==> config.mk <==
export PLATFORM = sky130hd
export DESIGN_NAME = registers
export DESIGN_NICKNAME = d
export VERILOG_FILES = /design/src/rtl/registers.sv
export SDC_FILE = /design/constraint.sdc
export NUM_CORES = 1
export LEC_CHECK = 0
export CORE_ASPECT_RATIO = 1.75
export CORE_MARGIN = 1.5
export CORE_UTILIZATION = 47
export CTS_CLUSTER_DIAMETER = 120
export DETAILED_ROUTE_END_ITERATION = 7
export PLACE_DENSITY_LB_ADDON = 0.1
export SLEW_MARGIN = 20
export SYNTH_ARGS = -nofsm -noshare
export SYNTH_HDL_FRONTEND = slang
export SYNTH_SLANG_ARGS = --single-unit
==> constraint.sdc <==
create_clock -name clk -period 2.8 [get_ports clk]
set_clock_uncertainty 0.2 [all_clocks]
set_input_delay 0.56 -clock clk [delete_from_list [all_inputs] [get_ports clk]]
set_output_delay 0.56 -clock clk [all_outputs]
set_load 0.01 [all_outputs]
==> src/rtl/registers.sv <==
// Datapath register file: eight DATA_W-bit registers with one synchronous
// write port and one registered read port. Half-word mode reaches the low
// and high halves of R0..R3 (AX..DX) through the 3-bit select: bits [2:1]
// pick the register and bit 0 picks the half (0 = low, 1 = high).
//
// Handshake: there is no flow control. A high readsig or writesig is a
// single-cycle command that is always accepted on the next rising clk edge.
// data_read is valid one edge after readsig and holds while readsig is low.
module registers #(
   parameter int DATA_W = 20,   // must be even
   parameter int ADDR_W = 3
) (
   input  logic              clk,
   input  logic              reset,        // synchronous, active low
   input  logic              readsig,
   input  logic              writesig,
   input  logic [ADDR_W-1:0] sr,
   input  logic [ADDR_W-1:0] dr,
   input  logic              halfword,
   input  logic [DATA_W-1:0] data_write,
   output logic [DATA_W-1:0] data_read
);

   localparam int HALF_W   = DATA_W / 2;
   localparam int NUM_REGS = 2 ** ADDR_W;

   logic [DATA_W-1:0] regs_q [NUM_REGS];
   logic [DATA_W-1:0] regs_d [NUM_REGS];
   logic [DATA_W-1:0] data_read_q;
   logic [DATA_W-1:0] data_read_d;

   // Half-word selects map onto the lower registers only (select >> 1).
   logic [ADDR_W-1:0] wr_half_idx;
   logic [ADDR_W-1:0] rd_half_idx;

   assign wr_half_idx = {1'b0, dr[ADDR_W-1:1]};
   assign rd_half_idx = {1'b0, sr[ADDR_W-1:1]};

   // Next register contents: full-word or single-half update of the target.
   always_comb begin
      for (int i = 0; i < NUM_REGS; i++) begin
         regs_d[i] = regs_q[i];
      end
      if (writesig) begin
         if (!halfword) begin
            regs_d[dr] = data_write;
         end else if (dr[0]) begin
            regs_d[wr_half_idx][DATA_W-1:HALF_W] = data_write[HALF_W-1:0];
         end else begin
            regs_d[wr_half_idx][HALF_W-1:0] = data_write[HALF_W-1:0];
         end
      end
   end

   // Next read data comes from the current (pre-write) contents, so a read of
   // a register written on the same edge returns its old value.
   always_comb begin
      data_read_d = data_read_q;
      if (readsig) begin
         if (!halfword) begin
            data_read_d = regs_q[sr];
         end else if (sr[0]) begin
            data_read_d = {{(DATA_W-HALF_W){1'b0}}, regs_q[rd_half_idx][DATA_W-1:HALF_W]};
         end else begin
            data_read_d = {{(DATA_W-HALF_W){1'b0}}, regs_q[rd_half_idx][HALF_W-1:0]};
         end
      end
   end

   // State update; reset wins over any read or write in the same cycle.
   always_ff @(posedge clk) begin
      if (!reset) begin
         for (int i = 0; i < NUM_REGS; i++) begin
            regs_q[i] <= '0;
         end
         data_read_q <= '0;
      end else begin
         for (int i = 0; i < NUM_REGS; i++) begin
            regs_q[i] <= regs_d[i];
         end
         data_read_q <= data_read_d;
      end
   end

   assign data_read = data_read_q;

endmodule

==> out/qor.yml <==
outcome: "finished, final reports clean"
synthAdderAreaFrac: 0
dr_total_vias: 7740
yosysUniqueCellTypes: 53
tritoncts: "done"
ctsResizeCount: 0
arrival_ns: 2.49
syn_inst: 1027
finalWirelength_um: 27400
post_cts_buffers: 0
ys_seq_elements: 180
synth_flop_cell: "dfxtp_1"
grt_pass1_wl_um: 42400
synthArstFlopShare: 0
drc_errors: 0
switchingPower_w: 0.00144
root_buffer: "clkbuf_16"
crit_family: "compound AO/OA/AOI/OAI gates"
synth-simple-area-share: 0.189
synth_mux_area_frac: 0.182
synth_area_per_cell_sq_um: 8.69
total_power_w: 0.00582
min_from: "data_read[16]"
drive_above_1_share: 0.132
start_util: 0.480
die-width_um: 107
clkLatencyLatePin_ns: 0.44
overflow: 0
fin_tns_setup_ns: 0
crit_buf_inv: 1
endpoint_kind: "register"
netSwitchingFraction: 0.247
fp.dieH_um: 185
numPortBuffers: 50
core_sq_mm: 0.0186
postRouteAntennaNets: 0
reg2reg_depth: 4
io_pins: 51
final-hold-violation-count: 0
synth_compound_area_frac: 0.160
synth_edf_count: 0
finalSetupViolations: 0
synthToLayoutAreaGrowth_pct: 16.7
peakVddDrop_uv: 376
wire_per_inst_um: 21.0
cp.required_ns: 2.98
max_stage_delay_ns: 0.72
syn_nets: 1058
viasPerCell: 5.94
row_count: 66
grt_setup_unrepaired: "no"
nets: 1084
final_max_slew_viol_count: 0
synthXorXnorAreaFrac: 0.00295
holdPathEnd: "data_read[16]"
ys_warn_count: 0
cts_max_path_buffers: 2
synth_top_family_by_area: "simple AND/OR/NAND/NOR gates"
critical_path.startpoint_type: "input port"
ctsHoldBuffers: 0
drt_iter0_drc: 530
final.period_utilization: 0.827
max_freq_mhz: 432
post-route-min-period_ns: 2.32
rrSetupSlack_ns: 1.09
syn_area_sq_mm: 0.00892
grt.total_usage: 0.287
relSlewSlack: 0.376
pwr-share-seq: 0.457
synth-seq-area-share: 0.404
grt_max_degree: 85
power_density_mw_per_mm2: 559
p_int_w: 0.00438
path_cells: "clkdlybuf4s50_1, and4b_1, o21ai_1, a22oi_1, nor2_1"
firstDrtPassIters: 5
worst_pin_slew_ns: 0.930
worstReg2RegStart: "regs_q[2][10]"
antenna_found_initial: 1
mostFrequentLayoutCells: "nand2_1, dfxtp_1, a21oi_1"
clk_pin_slew_worst_paths_ns: 0.07
numCtsBuffers: 17
holdPathStages: 2
critPathSlowestCell: "o21ai_1"
dp_hpwl_um: 18500
grt_pass1_vias: 7407
critPathMaxFanout: 10
combinationalPowerShare: 0.109
place_congestion: 0.850
drv_cap: 0
cts_sinks: 180
worstSetupPathType: "in2reg"
die-area_sq_mm: 0.0198
htreeDepth: 4
hold_class: "reg2reg"
p_clk_frac: 0.434
final_common_cell: "nand2_1"
leakage_nw: 3.76
rr_endpoint: "data_read[0]"
-- worst reg2reg max path: stages (launching register included) --
cell	delay, ns
dfxtp_1	0.34
mux4_1	0.57
mux2_2	0.30
o22ai_1	0.12
nor2_1	0.06
-- final cells by class --
type / instances / area [sq um]
clock inverter: 10 / 158
antenna: 1 / 2.50
multi-input combinational: 732 / 4810
fill: 1771 / 8170
sequential: 180 / 3600
inverter: 15 / 58.8
tap: 238 / 298
clock buffer: 20 / 447
timing repair buffer: 107 / 1040
-- sequential cells by signal, indices dropped and copies added, names as in the netlist --
| register | count |
|---|---|
| regs_q | 160 |
| data_read | 20 |
-- synth_stat cells, drive strengths merged (4+ instances only) --
master	n	share of area
inv	15	0.0063
clkbuf	53	0.022
nor3b	4	0.0034
nand2	224	0.094
a211oi	9	0.0076
buf	47	0.033
o311a	18	0.020
mux4	36	0.095
a31oi	6	0.0042
dfxtp	180	0.40
mux2i	69	0.077
mux2	8	0.010
o22ai	12	0.0084
o21ai	10	0.0056
o41ai	6	0.0059
nor2	81	0.034
nand2b	11	0.0077
a22o	10	0.0098
nand3b	4	0.0034
o211a	4	0.0045
a21oi	107	0.060
nand3	31	0.017
nor3	21	0.012
o211ai	12	0.011
a22oi	19	0.016
-- power by group through the flow --
stage                     Sequential, W  Clock, W  Combinational [W]
after floorplan                 0.00270         0           0.000391
after global routing            0.00266   0.00266           0.000681
after detailed placement        0.00272         0           0.000632
after global placement          0.00271         0           0.000629
final                           0.00266   0.00253           0.000636
after CTS                       0.00266   0.00256           0.000634
-- worst max path at each step --
stage                from       endpoint  depth (start not counted)  slack [ns]
floorplan           sr[1]   data_read[4]                          6        0.76
global placement    dr[1]  regs_q[2][16]                          5        0.06
detailed placement  dr[1]  regs_q[2][19]                          5        0.04
CTS                 dr[1]  regs_q[2][17]                          5        0.52
global route        dr[2]   regs_q[3][1]                          6        0.36
finish              dr[1]  regs_q[2][17]                          5        0.48
-- stage by stage --
stage	cell area [sq um]	cells	hold slack [ns]	utilization	worst slack [ns]
6_report	10400	1303	0.244	0.560	0.484
5_1_grt	10400	1302	0.269	0.560	0.360
4_1_cts	10400	1302	0.247	0.560	0.518
3_5_place_dp	9810	1272	0.236	0.528	0.0448
3_3_place_gp	9810	1272	0.235	0.528	0.0554
2_1_floorplan	8920	1027	0.232	-	0.763
-- routing by layer --
layer / GRT usage / part of all wire
met5: 0 / 0
met4: 0.109 / 0.027
met3: 0.0500 / 0.039
met2: 0.518 / 0.53
met1: 0.334 / 0.41
-- kinds of logic after synthesis --
family                    after synthesis
buffers and inverters                 115
xor gates and xnor gates                3
DFF                                   180
AOI/OAI and AO/OA                     220
and+or+nand+nor                       396
muxes                                 113
(Power assumes the default switching activity.)
